$ cat config.mk
export PLATFORM = sky130hd
export DESIGN_NAME = tt_um_waves
export DESIGN_NICKNAME = d
export VERILOG_FILES = /design/src/rtl/tt_um_waves.sv
export SDC_FILE = /design/constraint.sdc
export NUM_CORES = 1
export LEC_CHECK = 0
export ABC_CLOCK_PERIOD_IN_PS = 8680
export CAP_MARGIN = 20
export CORE_MARGIN = 3
export CORE_UTILIZATION = 55
export CTS_CLUSTER_DIAMETER = 200
export DETAILED_ROUTE_END_ITERATION = 7
export PLACE_DENSITY_LB_ADDON = 0.1
export SLEW_MARGIN = 20
export SYNTH_ARGS = -nofsm -noshare
export SYNTH_HDL_FRONTEND = slang
export SYNTH_SLANG_ARGS = --single-unit
export TNS_END_PERCENT = 20
$ cat constraint.sdc
create_clock -name clk -period 8.68 [get_ports clk]
set_input_delay 0.868 -clock clk [delete_from_list [all_inputs] [get_ports clk]]
set_output_delay 0.868 -clock clk [all_outputs]
set_load 0.005 [all_outputs]
$ cat src/rtl/tt_um_waves.sv
// rtl/tt_um_waves.sv - prescaled phase accumulator driving an 8-waveform sample generator
module tt_um_waves (
    input  logic       clk,
    input  logic       rst_n,
    input  logic       ena,
    input  logic [7:0] ui_in,
    input  logic [7:0] uio_in,
    output logic [7:0] uo_out,
    output logic [7:0] uio_out,
    output logic [7:0] uio_oe
);

    // First quadrant of round(127.5 + 127.5*sin(2*pi*k/256)), k = 0..63
    localparam logic [7:0] SINE_TAB [64] = '{
        8'd128, 8'd131, 8'd134, 8'd137, 8'd140, 8'd143, 8'd146, 8'd149,
        8'd152, 8'd155, 8'd158, 8'd162, 8'd165, 8'd167, 8'd170, 8'd173,
        8'd176, 8'd179, 8'd182, 8'd185, 8'd188, 8'd190, 8'd193, 8'd196,
        8'd198, 8'd201, 8'd203, 8'd206, 8'd208, 8'd211, 8'd213, 8'd215,
        8'd218, 8'd220, 8'd222, 8'd224, 8'd226, 8'd228, 8'd230, 8'd232,
        8'd234, 8'd235, 8'd237, 8'd238, 8'd240, 8'd241, 8'd243, 8'd244,
        8'd245, 8'd246, 8'd248, 8'd249, 8'd250, 8'd250, 8'd251, 8'd252,
        8'd253, 8'd253, 8'd254, 8'd254, 8'd254, 8'd255, 8'd255, 8'd255
    };

    logic [2:0] wsel;
    logic [4:0] div;
    logic [7:0] param;
    logic [4:0] cnt;
    logic [7:0] ph;
    logic [7:0] lfsr;
    logic [7:0] out_q;
    logic       tick;
    logic [5:0] sin_idx;
    logic [7:0] sin_pos;
    logic [7:0] sin_val;
    logic [7:0] wave;
    logic       unused;

    assign wsel    = ui_in[2:0];
    assign div     = ui_in[7:3];
    assign param   = uio_in;
    assign tick    = (cnt >= div);
    assign uo_out  = out_q;
    assign uio_out = 8'h00;
    assign uio_oe  = 8'h00;
    assign unused  = ena;

    // Odd quadrants read the table backwards; their first entry (k=64) is the peak itself.
    // The lower half negates, except at PH=128 where the exact midpoint rounds to 128.
    always_comb begin
        sin_idx = ph[6] ? 6'(6'd0 - ph[5:0]) : ph[5:0];
        sin_pos = (ph[6] && (ph[5:0] == 6'd0)) ? 8'd255 : SINE_TAB[sin_idx];
        sin_val = sin_pos;
        if (ph[7])
            sin_val = (ph[6:0] == 7'd0) ? 8'd128 : 8'(8'd255 - sin_pos);
    end

    always_comb begin
        wave = ph;
        case (wsel)
            3'd0: wave = ph;
            3'd1: wave = ph[7] ? 8'h00 : 8'hFF;
            3'd2: wave = ph[7] ? ~{ph[6:0], 1'b0} : {ph[6:0], 1'b0};
            3'd3: wave = sin_val;
            3'd4: wave = lfsr;
            3'd5: wave = (ph < param) ? 8'hFF : 8'h00;
            3'd6: wave = ~ph;
            3'd7: wave = param;
            default: wave = ph;
        endcase
    end

    always_ff @(posedge clk or negedge rst_n) begin
        if (!rst_n) begin
            cnt   <= 5'd0;
            ph    <= 8'd0;
            lfsr  <= 8'h01;
            out_q <= 8'h00;
        end else begin
            out_q <= wave;
            if (tick) begin
                cnt  <= 5'd0;
                ph   <= ph + 8'd1;
                lfsr <= {lfsr[6:0], lfsr[7] ^ lfsr[5] ^ lfsr[4] ^ lfsr[3]};
            end else begin
                cnt  <= cnt + 5'd1;
            end
        end
    end

endmodule

==> flow_summary.json, run 1 <==
{
  "status": "finished, final reports clean",
  "clk_pin_slew_worst_paths_ps": 80,
  "cts_tree": "yes",
  "grt_pass1_vias": 2840,
  "yosysWarnings": 0,
  "antenna_found_initial": 0,
  "grt_pass1_wl_mm": 13.8,
  "setup_viol": 0,
  "path_delay_family": "compound AO/OA/AOI/OAI gates",
  "critPathSlowestCell": "dfrtp_1",
  "drt_wl_total_mm": 7.93,
  "hold_buffers": 0,
  "synth_edf_count": 0,
  "combPwrFrac_pct": 60.0,
  "cts_setup_buffers": 0,
  "cts_buffers": 5,
  "nets": 457,
  "initial_core_util_pct": 57.9,
  "rsz0062_at_grt": "false",
  "worstSetupPathType": "register to register",
  "timing.final.crit_share_pct": 52.2,
  "via_count": 3054,
  "clkPwrFrac_pct": 13.9,
  "synthArstFlopShare_pct": 100,
  "slew-limit-headroom_pct": 26.3,
  "cts_root_buf": "clkbuf_8",
  "ys_ff_latch": 29,
  "max_freq_ghz": 0.221,
  "viasPerCell": 6.25,
  "drc_errors": 0,
  "p_switching_w": 0.000512,
  "cp_cell_sequence": "inv_1 -> ha_1 -> nand2_1 -> o21ai_0 -> inv_1 -> ha_1 -> or3_1 -> o21ai_0 -> a211oi_1 -> a311oi_1 -> nor4_1 -> a211o_1 -> o32a_1",
  "synth_top_area_cell": "dfrtp_1",
  "area_growth_pct": 7.62,
  "die_area_um2": 6900,
  "min_path_cells": 1,
  "yosys-top-cells-area": "dfrtp_1 21%, ha_1 8.4%, buf_4 4.6%",
  "cts.sinks": 29,
  "ant_nets": 0,
  "syn_inst": 416,
  "synth_flop_cell": "dfrtp_1",
  "dr.pass1.iters": 5,
  "slew_violations": 0,
  "drt_iter0_drc": 304,
  "drive_gt1_share_pct": 5.28,
  "p_leak_nw": 1.53,
  "worst_pin_slew_ps": 1100,
  "grt_max_degree": 32,
  "dpl.cell_count": 481,
  "fin_tns_setup_ps": 0,
  "power-per-cell-area_nw_per_um2": 306,
  "p_sw_share_pct": 47.6,
  "core_um2": 5640,
  "maxCapViolations": 0,
  "io-pin-count": 43,
  "timing.final.crit_period_ps": 4530,
  "final_cells": 489,
  "numPortBuffers": 25,
  "die_x_um": 83.1,
  "cp-start-kind": "register",
  "cts_max_path_buffers": 2,
  "internal-power_w": 0.000564,
  "overflow": 0,
  "syn_area_per_cell_um2": 7.85,
  "min_to": "lfsr[7]",
  "ir_worst_vdd_mv": 0.199,
  "ff2ff_setup_slack_ps": 4150,
  "htree_levels": 2,
  "die_h_um": 83.1,
  "yosysSeqAreaShare_pct": 22.3,
  "track_usage_pct": 23.7,
  "core.rowCount": 27,
  "n_antenna_cell": 0,
  "synth.cell_area_um2": 3270,
  "final_hold_viol_count": 0,
  "final_cell_mix": "33 x nand2_1, 29 x nor2_1, 28 x inv_1, 28 x dfrtp_1, 26 x o21ai_0",
  "cp.depth": 13,
  "clk_latency_ps": 280,
  "p_seq_share_pct": 26.2,
  "hold_path.class": "register to register",
  "max_stage_delay_ps": 940,
  "hpwl_mm": 5.72,
  "avgRoutedWirePerCell_um": 16.2,
  "fin_skew_ps": 13.2,
  "min-delay-start": "lfsr[6]",
  "critPathRequiredTime_ps": 8830,
  "ys_types": 66,
  "cp_max_fo": 25,
  "worst_ep_arrival_time_ps": 4690,
  "layout_commonest_cell": "nand2_1",
  "globalplace.congestion": 0.899,
  "endpoint_kind": "register",
  "total_power_w": 0.00108,
  "reg2reg_to": "uo_out[0]",
  "ff2ff_path_depth": 13,
  "crit_buf_inv": 2,
  "synth_top_area_share_pct": 21.4,
  "cts_resized": 0,
  "reg2reg_from": "ph[0]"
}
[layout make-up]
| type | instances | area [µm²] |
|---|---|---|
| multi-input combinational | 323 | 2190 |
| tap | 72 | 90.1 |
| timing repair buffer | 29 | 280 |
| clock inverter | 2 | 37.5 |
| inverter | 28 | 105 |
| fill | 526 | 2130 |
| clock buffer | 6 | 82.6 |
| sequential | 29 | 727 |
[synthesized netlist by cell type, types with 4 or more instances]
library cell / n
nor2_1: 29
nand3_1: 11
nor2b_1: 6
buf_1: 5
xnor2_1: 13
a21oi_1: 17
mux2_2: 5
a211o_1: 5
a211oi_1: 8
a21o_1: 6
o32a_1: 7
o22ai_1: 4
o211ai_1: 6
mux2i_1: 6
nor3_1: 7
dfrtp_1: 28
or3_1: 6
ha_1: 22
a21boi_0: 4
o21ai_0: 26
inv_1: 28
nand2_1: 33
xor2_1: 9
buf_2: 13
buf_4: 20
clkbuf_1: 11
a31oi_1: 9
nand2b_1: 9
[layer usage]
layer  track usage [%]  wire (µm)
met1              34.3       3620
met2              35.6       3610
met3              3.97        569
met4              8.17        136
met5                 0          0
[worst max path at each step]
stage / start / slack, ps / to
floorplan: ph[0] / 5010 / uo_out[0]
global placement: ph[0] / 4300 / uo_out[0]
detailed placement: ph[0] / 4230 / uo_out[0]
CTS: ph[0] / 4220 / uo_out[0]
global route: ph[0] / 3870 / uo_out[0]
finish: ph[0] / 4150 / uo_out[0]
[stage by stage]
| step | worst slack, ps | hold WS [ps] | instance area, µm² | util (%) |
|---|---|---|---|---|
| floorplan | 5010 | 454 | 3320 | - |
| global placement | 4300 | 482 | 3400 | 60.2 |
| detailed placement | 4230 | 494 | 3400 | 60.2 |
| CTS | 4220 | 511 | 3520 | 62.3 |
| global route | 3870 | 542 | 3520 | 62.3 |
| finish | 4150 | 505 | 3520 | 62.3 |
[worst reg2reg max path, delay by kind of cell, from the launching register on]
family	cells	cell delay, ps
compound gates	6	1510
flops	1	940
fa+ha+maj	2	790
buf+inv	2	650
simple gates	3	530
[state kept, by name, indices dropped and copies added (netlist names)]
register	cells
uo_out	8
lfsr	8
cnt	5
ph	8
[cells by family after synthesis]
family,synth area share [%]
fa+ha+maj,8.77
flops,22.3
buf+inv,12.3
other cells,0.115
mux,3.56
compound gates,28.5
xor+xnor,6.40
simple gates,18.1
[power by group through the flow]
stage | Sequential (W) | Clock [W] | Combinational [W]
after CTS | 0.000280 | 0.000152 | 0.000639
after floorplan | 0.000218 | 0 | 0.000561
final | 0.000281 | 0.000149 | 0.000645
after detailed placement | 0.000283 | 0 | 0.000635
after global placement | 0.000279 | 0 | 0.000624
after global routing | 0.000292 | 0.000161 | 0.000721
Power figures use the tool's default switching activity.
==> inputs of run 2 (changes only) <==
Settings changed: ABC_CLOCK_PERIOD_IN_PS 8680 to 4600.
Clock period 8.68 ns to 4.6 ns, I/O delays scaled along.
==> flow_summary.json, run 2 (synthesis gave the netlist of run 1 again) <==
{
  "slew_violations": 0,
  "viasPerCell": 6.28,
  "dr_wl_met2_mm": 3.82,
  "cts_resized": 0,
  "hpwl_mm": 5.82,
  "numPortBuffers": 25,
  "htree_levels": 2,
  "drt_wl_total_mm": 8.11,
  "cp-start-kind": "register",
  "cts_buffers": 5,
  "nets": 461,
  "track_usage_pct": 23.9,
  "nFillCells": 520,
  "cts_tree": "yes",
  "final_hold_viol_count": 0,
  "ant_nets": 0,
  "drive_gt1_share_pct": 6.18,
  "cp-startpoint": "ph[0]",
  "cts_setup_buffers": 0,
  "antenna_found_initial": 0,
  "via_count": 3098,
  "overflow": 0,
  "critPathSlowestCell": "xor2_1",
  "clk_latency_ps": 290,
  "io-pin-count": 43,
  "ff2ff_path_depth": 9,
  "die_area_um2": 6900,
  "reg2reg_from": "ph[0]",
  "core_um2": 5640,
  "regArea_um2": 727,
  "core.rowCount": 27,
  "cp_cell_sequence": "inv_1 -> ha_1 -> nor2b_1 -> xor2_1 -> mux2i_1 -> nor2_1 -> a2111o_1 -> a311o_1 -> o22a_1",
  "max_freq_ghz": 0.290,
  "fin_skew_ps": 5.02,
  "final_cell_mix": "33 x nand2_1, 29 x nor2_1, 28 x inv_1, 28 x dfrtp_1, 26 x o21ai_0",
  "critPathRequiredTime_ps": 4780,
  "clk_pin_slew_worst_paths_ps": 70,
  "setup_viol": 0,
  "holdWs_ps": 501,
  "total_power_w": 0.00208,
  "ir_worst_vdd_mv": 0.421,
  "multiInputGateArea_um2": 2190,
  "initial_core_util_pct": 57.9,
  "cts_root_buf": "clkbuf_8",
  "path_delay_family": "compound AO/OA/AOI/OAI gates",
  "p_leak_nw": 1.55,
  "cts.sinks": 29,
  "avgRoutedWirePerCell_um": 16.5,
  "hold_path.class": "register to register",
  "worst_pin_slew_ps": 823,
  "timing.final.crit_period_ps": 3450,
  "top_layer_used": "met4",
  "ff2ff_setup_slack_ps": 1150,
  "die_h_um": 83.1,
  "reg2reg_to": "uo_out[2]",
  "cts_max_path_buffers": 2,
  "power-per-cell-area_nw_per_um2": 586,
  "die_x_um": 83.1,
  "hold_buffers": 0,
  "worst_ep_arrival_time_ps": 3620,
  "drt_iter0_drc": 252,
  "layout_commonest_cell": "nand2_1",
  "grt_pass1_vias": 2913,
  "worstSetupPathType": "register to register",
  "status": "finished, final reports clean",
  "rsz0062_at_grt": "false",
  "area_growth_pct": 8.54,
  "drt-met1-wl_mm": 3.53,
  "grt_max_degree": 30,
  "cp_max_fo": 16,
  "dr.pass1.iters": 4,
  "globalplace.congestion": 0.960,
  "grt_pass1_wl_mm": 13.9,
  "n_antenna_cell": 0,
  "maxCapViolations": 0,
  "max_stage_delay_ps": 650,
  "timing.final.crit_share_pct": 74.9,
  "wl_met3_um": 652,
  "critPathCapture": "uo_out[2]",
  "crit_buf_inv": 1,
  "fin_tns_setup_ps": 0,
  "cp.depth": 9,
  "endpoint_kind": "register",
  "drc_errors": 0,
  "min_path_cells": 1,
  "slew-limit-headroom_pct": 45.1
}
==> run 2: cell types whose count changed in the layout (fill, tap and decap cells not counted) <==
cell and delta:
buf_4 +4
==> run 2: worst register-to-register path, cell delays in order, from the launching register on <==
cell and delay [ps]:
dfrtp_1 340, inv_1 120, ha_1 410, nor2b_1 500
xor2_1 650, mux2i_1 320, nor2_1 60, a2111o_1 410
a311o_1 370, o22a_1 170
==> run 2: metal layers <==
metal  vias to the layer above  global-route usage, %
li1                       1481                      -
met1                      1457                   33.3
met2                       145                   38.8
met3                        15                   3.47
met4                         0                   6.39
met5                         -                      0
==> run 2: power breakdown <==
group | switching [W] | leakage, nW | internal, W
clock network | 0.000106 | 0.0574 | 0.000176
registers | 0.000140 | 0.357 | 0.000348
logic | 0.000745 | 1.14 | 0.000564
==> run 2: worst min path at each step <==
stage	to	from	slack, ps
2_1_floorplan	cnt[0]	rst_n	160
3_3_place_gp	cnt[0]	cnt[0]	480
3_5_place_dp	cnt[0]	cnt[0]	500
4_1_cts	cnt[0]	cnt[0]	510
5_1_grt	cnt[0]	cnt[0]	540
6_report	cnt[0]	cnt[0]	500
==> run 2: final cells by class <==
cell class / count / area share (%)
clock buffers: 6 / 2.33
clock inverters: 2 / 1.06
multi-input cells: 323 / 61.9
inverters: 28 / 2.96
repair buffers: 33 / 8.75
well taps: 72 / 2.54
flip-flops and latches: 29 / 20.5
==> run 2: metrics by stage <==
stage / cells / worst slack, ps / area (µm²) / utilization (%)
6_report: 493 / 1150 / 3550 / 62.9
5_1_grt: 493 / 981 / 3550 / 62.9
4_1_cts: 492 / 1170 / 3540 / 62.7
3_5_place_dp: 484 / 1190 / 3420 / 60.6
3_3_place_gp: 484 / 1210 / 3420 / 60.6
2_1_floorplan: 431 / 929 / 3320 / -
